==> src/rtl/symcounter_pkg.sv <==
`default_nettype none
// ============================================================================
// Package  : symcounter_pkg
// Purpose  : Shared state encoding, defaults and LFSR step for symbol_stream.
// Revision : 1.0
// ============================================================================
package symcounter_pkg;

    typedef enum logic [1:0] {
        S_IDLE = 2'd0,
        S_SHOW = 2'd1,
        S_GAP  = 2'd2,
        S_DONE = 2'd3
    } state_e;

    localparam int          c_symbol_w_default = 4;
    localparam int          c_count_w_default  = 8;
    localparam logic [15:0] c_seed_default     = 16'hACE1;

    // Right-shifting Fibonacci form: polynomial taps 16,14,13,11 land on bits 0,2,3,5.
    localparam logic [15:0] c_lfsr_taps        = 16'h002D;

    function automatic logic [15:0] lfsr_step(input logic [15:0] v);
        return {^(v & c_lfsr_taps), v[15:1]};
    endfunction

endpackage
`default_nettype wire

==> src/rtl/symbol_lfsr.sv <==
`default_nettype none
// ============================================================================
// Module   : symbol_lfsr
// Purpose  : 16-bit Fibonacci LFSR that steps only when advance is high.
// Revision : 1.0
// ============================================================================
module symbol_lfsr
    import symcounter_pkg::*;
(
    input  logic        clock,
    input  logic        reset,
    input  logic        advance,
    input  logic [15:0] seed,
    output logic [15:0] value
);

    logic [15:0] value_q;

    always_ff @(posedge clock or posedge reset) begin
        if (reset) begin
            value_q <= seed;
        end else if (advance) begin
            value_q <= lfsr_step(value_q);
        end
    end

    assign value = value_q;

endmodule
`default_nettype wire

==> src/rtl/symbol_stream.sv <==
`default_nettype none
// ============================================================================
// Module   : symbol_stream
// Purpose  : Timed rounds of LFSR symbols (show/gap) counting magic-symbol hits.
//            Macro SYMSTREAM_MAGIC_BIAS_EN substitutes the magic symbol when lfsr[7:6]==0.
// Revision : 1.0
// ============================================================================
module symbol_stream
    import symcounter_pkg::*;
#(
    parameter int          SYMBOL_W     = c_symbol_w_default,
    parameter int          COUNT_W      = c_count_w_default,
    parameter int          NUM_SYMBOLS  = 32,
    parameter int          DWELL_CYCLES = 100000000,
    parameter int          GAP_CYCLES   = 25000000,
    parameter logic [15:0] SEED         = c_seed_default
)(
    input  logic                Clk100M,
    input  logic                Reset,
    input  logic                start,
    input  logic                stop,
    input  logic [SYMBOL_W-1:0] magicSymbol,
    output logic [SYMBOL_W-1:0] symbol,
    output logic                symbolVisible,
    output logic                symbolValid,
    output logic [COUNT_W-1:0]  magicSymbolCount,
    output logic                busy,
    output logic                done
);

    localparam int c_cyc_max = (DWELL_CYCLES > GAP_CYCLES) ? DWELL_CYCLES : GAP_CYCLES;
    localparam int c_cyc_w   = $clog2(c_cyc_max + 1);
    localparam int c_idx_w   = $clog2(NUM_SYMBOLS + 1);

    localparam logic [c_cyc_w-1:0] c_dwell_last = c_cyc_w'(DWELL_CYCLES - 1);
    localparam logic [c_cyc_w-1:0] c_gap_last   = c_cyc_w'(GAP_CYCLES - 1);
    localparam logic [c_idx_w-1:0] c_idx_last   = c_idx_w'(NUM_SYMBOLS - 1);
    localparam logic [COUNT_W-1:0] c_count_max  = '1;

    state_e               state_q,  state_d;
    logic [c_cyc_w-1:0]   cyc_q,    cyc_d;
    logic [c_idx_w-1:0]   idx_q,    idx_d;
    logic [SYMBOL_W-1:0]  magic_q,  magic_d;
    logic [COUNT_W-1:0]   count_q,  count_d;
    logic [SYMBOL_W-1:0]  symbol_q, symbol_d;
    logic                 valid_q,  valid_d;

    logic                 emit;
    logic [15:0]          lfsr_value;
    logic [SYMBOL_W-1:0]  emit_magic;
    logic [SYMBOL_W-1:0]  emit_sym;
    logic                 unused_lfsr_bits;

    symbol_lfsr u_lfsr (
        .clock   (Clk100M),
        .reset   (Reset),
        .advance (emit),
        .seed    (SEED),
        .value   (lfsr_value)
    );

    // A restart compares against the magic value being latched on this same edge.
    assign emit_magic = start ? magicSymbol : magic_q;

`ifdef SYMSTREAM_MAGIC_BIAS_EN
    assign emit_sym = (lfsr_value[7:6] == 2'b00) ? emit_magic : lfsr_value[SYMBOL_W-1:0];
`else
    assign emit_sym = lfsr_value[SYMBOL_W-1:0];
`endif

    assign unused_lfsr_bits = ^lfsr_value;

    always_comb begin
        state_d  = state_q;
        cyc_d    = cyc_q;
        idx_d    = idx_q;
        magic_d  = magic_q;
        count_d  = count_q;
        symbol_d = symbol_q;
        valid_d  = 1'b0;
        emit     = 1'b0;

        case (state_q)
            S_IDLE: ;
            S_SHOW: begin
                if (stop) begin
                    state_d  = S_IDLE;
                    cyc_d    = '0;
                    symbol_d = '0;
                end else if (cyc_q == c_dwell_last) begin
                    state_d  = S_GAP;
                    cyc_d    = '0;
                    symbol_d = '0;
                end else begin
                    cyc_d = cyc_q + c_cyc_w'(1);
                end
            end
            S_GAP: begin
                if (stop) begin
                    state_d = S_IDLE;
                    cyc_d   = '0;
                end else if (cyc_q == c_gap_last) begin
                    cyc_d = '0;
                    if (idx_q == c_idx_last) begin
                        state_d = S_DONE;
                    end else begin
                        state_d = S_SHOW;
                        idx_d   = idx_q + c_idx_w'(1);
                        emit    = 1'b1;
                    end
                end else begin
                    cyc_d = cyc_q + c_cyc_w'(1);
                end
            end
            S_DONE:  state_d = S_IDLE;
            default: state_d = S_IDLE;
        endcase

        if (start) begin
            state_d = S_SHOW;
            cyc_d   = '0;
            idx_d   = '0;
            magic_d = magicSymbol;
            count_d = '0;
            emit    = 1'b1;
        end

        if (emit) begin
            symbol_d = emit_sym;
            valid_d  = 1'b1;
            if ((emit_sym == emit_magic) && (count_d != c_count_max)) begin
                count_d = count_d + COUNT_W'(1);
            end
        end
    end

    always_ff @(posedge Clk100M or posedge Reset) begin
        if (Reset) begin
            state_q  <= S_IDLE;
            cyc_q    <= '0;
            idx_q    <= '0;
            magic_q  <= '0;
            count_q  <= '0;
            symbol_q <= '0;
            valid_q  <= 1'b0;
        end else begin
            state_q  <= state_d;
            cyc_q    <= cyc_d;
            idx_q    <= idx_d;
            magic_q  <= magic_d;
            count_q  <= count_d;
            symbol_q <= symbol_d;
            valid_q  <= valid_d;
        end
    end

    assign symbol           = symbol_q;
    assign symbolVisible    = (state_q == S_SHOW);
    assign symbolValid      = valid_q;
    assign magicSymbolCount = count_q;
    assign busy             = (state_q == S_SHOW) || (state_q == S_GAP);
    assign done             = (state_q == S_DONE);

endmodule
`default_nettype wire

==> config.mk <==
export PLATFORM = sky130hd
export DESIGN_NAME = symbol_stream
export DESIGN_NICKNAME = d
export VERILOG_FILES = /design/src/rtl/symcounter_pkg.sv /design/src/rtl/symbol_lfsr.sv /design/src/rtl/symbol_stream.sv
export SDC_FILE = /design/constraint.sdc
export NUM_CORES = 1
export LEC_CHECK = 0
export CAP_MARGIN = 0
export CORE_UTILIZATION = 41
export DETAILED_ROUTE_END_ITERATION = 10
export PLACE_DENSITY = 0.7
export REMOVE_ABC_BUFFERS = 1
export SLEW_MARGIN = 25
export SYNTH_ARGS = -nofsm -noshare
export SYNTH_HDL_FRONTEND = slang
export SYNTH_SLANG_ARGS = --single-unit
==> constraint.sdc <==
create_clock -name Clk100M -period 2.7 [get_ports Clk100M]
set_clock_uncertainty 0.1 [all_clocks]
set_input_delay 0.27 -clock Clk100M [delete_from_list [all_inputs] [get_ports Clk100M]]
set_output_delay 0.27 -clock Clk100M [all_outputs]
set_load 0.02 [all_outputs]
==> impl_metrics.ini, run 1 <==
[run_status]
status = finished clean

[power]
p_leak_nw = 1.81
finalPower_mw = 2.65
ir_drop_mv = 0.313
pwr_density_cell_mw_per_mm2 = 619

[global_routing]
grt.total_usage = 0.188
grt_pass1_wl_mm = 13.3
grt_max_degree = 54
antenna_found_initial = 0
grt_pass1_vias = 2841
grt_overflow = 0

[worst_setup_path]
reg2reg_from = cyc_q[0]$_DFFE_PP0P_
crit_arrival_ns = 2.64
reg2reg_depth = 6
worstReg2RegEnd = magicSymbolCount[5]$_DFF_PP0_
crit_chain = ha_1 > nand4b_1 > nor4_4 > nand3_2 > nor4_1 > mux2_2
max_stage_delay_ns = 0.39
r2r_slack_ns = 0.20
path_class = reg2reg
cp_slowest_cell = dfrtp_1
end_kind = flop
cp_max_fo = 9
worst_setup_path_start_kind = flop
crit_required_ns = 2.84

[synthesis]
syn_area_per_cell_sq_um = 9.57
syn_inst = 377
synthArstFlopShare = 1.00
dominantRegCellSynth = dfrtp_1
synthTopCellsByCount = nand2_1 (65), dfrtp_1 (60), nor2_1 (44)
yosysMostFrequentCell = nand2_1
ys_seq_area_frac = 0.474
synth_cell_types = 52
yosys.area.top_type = dfrtp_1
netlist_area_sq_mm = 0.00361
synth_edf_count = 0
synth_top_area_frac = 0.416
ys_seq_elements = 68
yosysWarnings = 0
synthTopCellsByArea = dfrtp_1 (42%), nand2_1 (6.8%), xnor2_1 (6.3%)

[cells_and_area]
areaGrowthSynthToFinish_pct = 18.6
design_area_sq_mm = 0.00428
layout-drive-gt1-share = 0.151
nets = 432
diodes = 0

[detailed_routing]
route.vias.total = 2845
wl_mm = 7.93
via_per_inst = 5.39
ant_nets = 0
first_pass_iters = 4
dr.first_iter.drc_count = 119
drc = 0
routedWlPerCell_um = 15.0

[sta]
tns_ns = 0
finalCriticalPeriod_ns = 2.50
setup_viol = 0
fin_crit_sh = 0.928
rsz0062_at_grt = no
relSlewSlack = 0.529
hold_viol = 0
fmax_mhz = 399
tightest_slew_ns = 0.707
whs_ns = 0.132
slew_violations = 0
fin_ws_ns = 0.195

[cts]
cts_max_level = 3
post-cts-setup-buffers = 0
ctsResizeCount = 0
insertion_delay_ns = 0.35
ctsRootBufferMaster = clkbuf_8
cts_tree = yes
cts_buffer_depth = 2
clock_sinks = 68
numCtsBuffers = 9
hold_buffers = 0
clkTransAtPathRegs_ns = 0.08

[placement]
pre_cts_slack_ns = -0.101
hpwl_mm = 5.53
place.gp.congestion = 0.868
portBuffers = 23
placed_area_sq_mm = 0.00407

[floorplanning]
die_area_sq_mm = 0.00918
initial_core_util = 0.431
coreArea_sq_mm = 0.00838
die_h_um = 95.8
chipWidth_um = 95.8
boundaryPins = 24
num_rows = 33

[hold_path]
hold_path.class = in2async

[run]
drv_cap = 0
## cell usage in the layout, fill, tap and decap left out, drive strengths merged, types with 3 or more instances in the layout
cell type,n
a211oi,3
mux2i,5
nand4,12
or4,3
nor2b,9
clkbuf,12
nand3,12
nor2,44
xor2,10
inv,15
clkdlybuf4s50,23
buf,19
nand2,65
nand2b,5
dfstp,8
nor4,13
nor3,14
dfrtp,60
o31ai,3
a21oi,4
a22o,4
and3,7
xnor2,26
ha,6
mux2,8
o21ai,4
## cell type report
cell class / instances / area, sq um
fillers: 772 / 4100
clock inverters: 4 / 32.5
clock buffers: 12 / 165
repair buffers: 42 / 385
well taps: 105 / 131
flip-flops and latches: 68 / 1710
multi-input cells: 282 / 1800
inverters: 15 / 56.3
## flip-flops by register name, summed over array words and instances (netlist names)
signal,flops
cyc_q,27
idx_q,6
magicSymbolCount,8
magic_q,4
state_q,2
symbol,4
symbolValid,1
u_lfsr.value,16
## stage by stage
step / cells / util
3_5_place_dp: 512 / 0.485
2_1_floorplan: 365 / -
3_3_place_gp: 512 / 0.485
6_report: 528 / 0.510
4_1_cts: 528 / 0.509
5_1_grt: 528 / 0.510
## power by group
group	switching, mW	total, mW	internal [mW]	leakage [nW]
combinational	0.351	0.604	0.252	0.817
sequential	0.0810	1.23	1.15	0.902
clock	0.404	0.815	0.412	0.0948
total	0.836	2.65	1.81	1.81
## metal layers
metal,part of all wire,routed length (um),up-vias,GRT usage
met1,0.48,3780,1386,0.249
met2,0.47,3760,64,0.309
met4,0.011,85,0,0.0498
met5,0,0,-,0
met3,0.038,304,10,0.0427
li1,-,-,1385,-
## kinds of logic after synthesis
family / synth area share
flip-flops: 0.474
AND/OR/NAND/NOR: 0.292
XOR/XNOR: 0.0874
adder cells (fa/ha/maj): 0.0208
buffers and inverters: 0.0319
AO/OA/AOI/OAI: 0.0548
multiplexers: 0.0388
## worst max-delay path by stage
| stage | start | endpoint | slack, ns | cells past startpoint |
|---|---|---|---|---|
| final | cyc_q[0]$_DFFE_PP0P_ | magicSymbolCount[5]$_DFF_PP0_ | 0.20 | 6 |
| after global routing | cyc_q[0]$_DFFE_PP0P_ | state_q[0]$_DFFE_PP0P_ | 0.01 | 7 |
| after CTS | cyc_q[0]$_DFFE_PP0P_ | cyc_q[21]$_DFFE_PP0P_ | 0.04 | 6 |
| after detailed placement | start | magicSymbolCount[5]$_DFF_PP0_ | -0.10 | 7 |
| after global placement | start | cyc_q[18]$_DFFE_PP0P_ | 0.05 | 8 |
| after floorplan | state_q[0]$_DFFE_PP0P_ | symbol[0]$_DFFE_PP0P_ | 0.20 | 8 |
## critical path: cells and delay by family, from the launching register on
family | cells | cell delay [ns]
AND/OR/NAND/NOR | 4 | 1.26
flip-flops | 1 | 0.39
multiplexers | 1 | 0.38
adder cells (fa/ha/maj) | 1 | 0.27
No activity file was read; power rests on OpenSTA's default activity.
==> run 2: changes to the inputs <==
--- a/config.mk
+++ b/config.mk
@@ -8,6 +8,7 @@
 export CAP_MARGIN = 0
 export CORE_UTILIZATION = 41
 export DETAILED_ROUTE_END_ITERATION = 10
+export HOLD_SLACK_MARGIN = 0.03
 export PLACE_DENSITY = 0.7
 export REMOVE_ABC_BUFFERS = 1
 export SLEW_MARGIN = 25
==> results of run 2 <==
Same layout as run 1: the final DEF is identical, and so are final timing and power.
